### config.mk
export PLATFORM = sky130hd
export DESIGN_NAME = rx_descrambler_32
export DESIGN_NICKNAME = d
export VERILOG_FILES = /design/src/rtl/pcie_phy_pkg.sv /design/src/rtl/descrambler_byte_step.sv /design/src/rtl/rx_descrambler_32.sv
export SDC_FILE = /design/constraint.sdc
export NUM_CORES = 1
export LEC_CHECK = 0
export BUFFER_PORTS_ARGS = -buffer_cell sky130_fd_sc_hd__buf_2
export CAP_MARGIN = 20
export CELL_PAD_IN_SITES_DETAIL_PLACEMENT = 0
export CELL_PAD_IN_SITES_GLOBAL_PLACEMENT = 1
export CORE_MARGIN = 2
export CORE_UTILIZATION = 44
export CTS_CLUSTER_SIZE = 12
export DETAILED_ROUTE_END_ITERATION = 12
export GPL_ROUTABILITY_DRIVEN = 1
export PLACE_DENSITY_LB_ADDON = 0.1
export SYNTH_ARGS = -nofsm -noshare
export SYNTH_HDL_FRONTEND = slang
export SYNTH_SLANG_ARGS = --single-unit
### constraint.sdc
create_clock -name pclk -period 6 [get_ports pclk]
set_input_delay 1.2 -clock pclk [delete_from_list [all_inputs] [get_ports pclk]]
set_output_delay 1.2 -clock pclk [all_outputs]
set_load 0.005 [all_outputs]
### src/rtl/pcie_phy_pkg.sv
// pcie_phy_pkg: shared Gen1/Gen2 PHY constants and the 8-bit scrambler LFSR advance.
package pcie_phy_pkg;
   localparam logic [15:0] SEED        = 16'hFFFF;
   localparam logic [7:0]  COM_SYM     = 8'hBC;
   localparam logic [7:0]  SKP_SYM     = 8'h1C;
   localparam logic [3:0]  OS_DATA_LEN = 4'd15;
   localparam logic [15:0] SCR_POLY    = 16'h0039;
   // Returns {keystream byte, lfsr after 8 shifts}; bit0 of the byte is the first stage-15 output.
   function automatic logic [23:0] lfsr_adv8(input logic [15:0] s);
      logic [15:0] l;
      logic [7:0]  ks;
      l  = s;
      ks = '0;
      for (int i = 0; i < 8; i++) begin
         ks[i] = l[15];
         l     = {l[14:0], 1'b0} ^ (l[15] ? SCR_POLY : 16'h0000);
      end
      return {ks, l};
   endfunction
endpackage

### src/rtl/descrambler_byte_step.sv
// descrambler_byte_step: one symbol of descrambling, including COM reseed, SKP hold and
// ordered-set data bypass.
module descrambler_byte_step
   import pcie_phy_pkg::*;
(
   input  logic [15:0] lfsr,
   input  logic [3:0]  os_cnt,
   input  logic [7:0]  sym,
   input  logic        k,
   input  logic        en,
   output logic [7:0]  sym_out,
   output logic [15:0] lfsr_next,
   output logic [3:0]  os_cnt_next
);
   logic        w_com;
   logic        w_skp;
   logic [23:0] w_adv;
   assign w_com       = k && sym == COM_SYM;
   assign w_skp       = k && sym == SKP_SYM;
   assign w_adv       = lfsr_adv8(lfsr);
   assign lfsr_next   = w_com ? SEED : w_skp ? lfsr : w_adv[15:0];
   assign os_cnt_next = w_com ? OS_DATA_LEN : (w_skp || os_cnt == 4'd0) ? os_cnt : os_cnt - 4'd1;
   assign sym_out     = (en && !k && os_cnt == 4'd0) ? sym ^ w_adv[23:16] : sym;
endmodule

### src/rtl/rx_descrambler_32.sv
// rx_descrambler_32: 4-symbol-per-clock Gen1/Gen2 receive descrambler with registered outputs.
module rx_descrambler_32
   import pcie_phy_pkg::*;
(
   input  logic        pclk,
   input  logic        reset_n,
   input  logic        descramble_en,
   input  logic [31:0] rx_data_in,
   input  logic [3:0]  rx_datak_in,
   input  logic        rx_valid_in,
   output logic [31:0] rx_data_out,
   output logic [3:0]  rx_datak_out,
   output logic        rx_valid_out
);
   logic [15:0] r_lfsr;
   logic [3:0]  r_os_cnt;
   logic [31:0] r_data_out;
   logic [3:0]  r_datak_out;
   logic        r_valid_out;
   logic [15:0] w_lfsr [0:4];
   logic [3:0]  w_os   [0:4];
   logic [31:0] w_data;
   assign w_lfsr[0] = r_lfsr;
   assign w_os[0]   = r_os_cnt;
   // Byte 0 is first in time, so state ripples upward through the word.
   for (genvar g = 0; g < 4; g++) begin : gen_byte
      descrambler_byte_step u_step (
         .lfsr        (w_lfsr[g]),
         .os_cnt      (w_os[g]),
         .sym         (rx_data_in[8*g +: 8]),
         .k           (rx_datak_in[g]),
         .en          (descramble_en),
         .sym_out     (w_data[8*g +: 8]),
         .lfsr_next   (w_lfsr[g+1]),
         .os_cnt_next (w_os[g+1])
      );
   end
   always_ff @(posedge pclk or negedge reset_n) begin
      if (!reset_n) begin
         r_lfsr      <= SEED;
         r_os_cnt    <= '0;
         r_data_out  <= '0;
         r_datak_out <= '0;
         r_valid_out <= 1'b0;
      end else begin
         r_valid_out <= rx_valid_in;
         if (rx_valid_in) begin
            r_lfsr      <= w_lfsr[4];
            r_os_cnt    <= w_os[4];
            r_data_out  <= w_data;
            r_datak_out <= rx_datak_in;
         end
      end
   end
   assign rx_data_out  = r_data_out;
   assign rx_datak_out = r_datak_out;
   assign rx_valid_out = r_valid_out;
endmodule

==> metrics.txt <==
Multi-input gate area 3682 sq um; hold crit path type register to register; Post-DP HPWL 12970 um; period utilization 95.68%; Post-Syn Area 5328 sq um; pins over their slew limit 0; startpoint types primary input; I/O pins slightly below 80; cells after synthesis 625; Placer Congestion approximately 0.96; clk buf depth 2; top post-synthesis cells by area dfrtp_1 19%, xnor2_1 8.4%, dfstp_2 7.9%; Hold WS 506.3 ps; final-stage net count between 700 and 800; Residual DRC 0; share of cells above drive strength 1 23.79%; DR iter-0 viols about 460; postcts setup bufs 0; Reg2Reg Setup Slack 620 ps; Tmin final approximately 5700 ps; GRT Util Overall about 28%; Fin Clk Skew just under 5 ps; number of flops mapped to enable cells by yosys 0; initial antenna violation count 0; synthesized area per cell 8.524 sq um; Clock Sink Count 57; CTS tree yes; max_cap viols 0; Seq/Total Area, Yosys 27.15%; DRT Wirelength ~17000 um; vias in the first global route 5091; top cell type's share of synthesized area between 10% and 20%; Worst EP arrival 6000 ps; IO buf count 76; post-synth top area cell dfrtp_1; ys async rst share 100.0%; Die ar. approximately 13000 sq um; Worst-Margin Slew 920.5 ps; Storage cell area 1446 sq um; WL per Instance 20.28 um; row count 40; First-pass DRT Iterations 5; Core Region 11910 sq um; CP Cell Sequence buf_2 > or3b_1 > or3_4 > a222oi_1 > ha_1 > nand4_1 > o41ai_4 > mux2i_1 > nor2_1 > ha_1 > and3_1 > a21o_1 > xnor2_1 > nor2_1 > ha_1 > inv_1 > a311o_1 > or3_4 > or3_1 > a31oi_1; Synth Flop Type dfrtp_1; Crit-path slowest cell a222oi_1; syn nets 669; worst rel slew slack 38.16%; CP most frequent cell ha_1; # setup viols final 0; first-pass GRT wire length 27620 um; Filler Cells Inserted 1161; Initial Util 44.73%; final hold violation count 0; Ys Warns 0; Critical Path Max Stage Delay 420 ps; H-Tree Depth 3; Die Ht 114.0 um; # diodes 0; synthesis-stage register bit count 57; Worst Setup Path Type primary input to register; Layout area overhead 18.46%; total CTS buffers 9; RSZ-0062 raised after global routing true; largest net degree at the start of global routing 64; Distinct cells, synth 83; global route total overflow 0; Critical Path RT 6260 ps; CTS root buf clkbuf_16; via count 5094; status finished, final reports clean; antenna viol nets, final 0; Die W 114.0 um; Critical Path End Type register; Vias/cell 6.000; latest clock arrival within the worst-skew pair roughly 340 ps; CP max FO 6; fin util ~53%; Clock transition at path regs 50 ps; Fmax 0.1742 GHz
## path summary, 6_finish.rpt
kind	end	from	depth (start not counted)
setup / recovery	rx_data_out[27]$_DFFE_PN0P_	rx_data_in[1]	20
max in group asynchronous	r_os_cnt[1]$_DFFE_PN0P_	reset_n	2
hold / removal	rx_datak_out[1]$_DFFE_PN0P_	rx_datak_out[1]$_DFFE_PN0P_	1
hold reg to reg	rx_datak_out[1]$_DFFE_PN0P_	rx_datak_out[1]$_DFFE_PN0P_	1
setup reg to reg	rx_data_out[27]$_DFFE_PN0P_	r_os_cnt[0]$_DFFE_PN0P_	21
min in group asynchronous	rx_data_out[0]$_DFFE_PN0P_	reset_n	2
## cell families (layout without fill, tap and decap cells)
logic type / count (synthesis) / in the layout / synth area share, %
AOI/OAI and AO/OA: 150 / 150 / 22.24
xor gates and xnor gates: 100 / 100 / 18.53
adders and majority gates: 4 / 4 / 0.9394
buffers and inverters: 54 / 131 / 4.016
DFF: 57 / 57 / 27.15
muxes: 22 / 22 / 4.321
and+or+nand+nor: 238 / 238 / 22.80
## cell usage after synthesis (3+ instances only)
| cell | n |
|---|---|
| a211oi_1 | 8 |
| or4b_1 | 3 |
| a221oi_2 | 7 |
| clkbuf_1 | 29 |
| a21oi_1 | 42 |
| nor2_1 | 98 |
| o22ai_1 | 10 |
| inv_1 | 14 |
| nand2_1 | 39 |
| nand4_1 | 4 |
| o21ai_1 | 3 |
| nor4_1 | 8 |
| nor3_1 | 14 |
| and4_1 | 3 |
| a21o_1 | 3 |
| ha_1 | 4 |
| mux2i_1 | 16 |
| nand4b_1 | 7 |
| o211a_1 | 4 |
| dfstp_2 | 16 |
| xnor2_1 | 51 |
| o21a_1 | 3 |
| xor2_1 | 41 |
| nand3_1 | 12 |
| mux2_2 | 5 |
| dfrtp_1 | 41 |
| a22oi_1 | 3 |
| a221oi_1 | 11 |
| and3_1 | 10 |
| or3_1 | 10 |
| o21ai_0 | 11 |
| a211o_1 | 3 |
| xnor3_1 | 7 |
| a31oi_1 | 7 |
| or4_1 | 3 |
| nand2b_1 | 5 |
| buf_2 | 9 |
## layer usage
layer	vias to the layer above	share of wire, %	GRT usage, %
li1	2429	-	-
met1	2451	46	37.56
met2	185	46	44.01
met3	29	5.2	4.888
met4	0	3.0	10.89
met5	-	0	0
## state kept, by name, indices dropped and copies added (netlist names)
signal and count:
rx_data_out 32, rx_datak_out 4, r_lfsr 16, rx_valid_out 1, r_os_cnt 4
## worst max-delay path, delay by kind of cell
kind	cells	cell delay (ps)
mux	1	240
fa+ha+maj	3	670
compound gates	5	1500
xor+xnor	1	180
simple gates	8	2070
buf+inv	2	150
## repair_timing
item | in CTS | in global routing
hold buffers | 0 | 0
endpoints found under the hold margin | 0 | 0
gates resized for setup | 0 | 3
endpoints found under the setup margin | 0 | 8
## through the flow
stage	cell area [sq um]	cells	TNS, ps	setup slack [ps]
2_1_floorplan	5328	625	0	17.02
4_1_cts	6301	849	0	190.4
5_1_grt	6311	849	-0.5436	-0.5436
3_5_place_dp	5923	833	-459.3	-140.4
6_report	6311	849	0	259.2
3_3_place_gp	5923	833	0	86.20
## placed cells by master (no fill, tap or decap), drive strengths merged, types with 3 or more instances in the layout
cell type	n
nor3	15
nor3b	3
nand2b	5
o21ai	14
xor2	41
a2bb2oi	4
dfstp	16
o22ai	11
mux2	5
nand2	39
a21oi	42
or4b	3
or4	3
xnor2	51
o21a	3
a221oi	18
and3	10
a31oi	7
or3	12
mux2i	17
ha	4
o211a	4
bufinv	4
nor2	100
nor4	8
a211o	3
a22oi	5
nand4b	7
buf	101
xnor3	7
a21o	3
clkbuf	11
inv	14
a211oi	10
nand4	4
nand3	12
dfrtp	41
and4	3
## cell type report
cell class,count,area share [%]
Clock buffer,11,4.005
Clock inverter,5,1.983
Inverter,14,0.8327
Multi-Input combinational cell,514,58.35
Sequential cell,57,22.92
Tap cell,147,2.914
Timing Repair Buffer,101,9.001
Power is left out: the tool's default activity adds up to more than one toggle a clock period on the data nets, which glitch-free logic cannot reach.
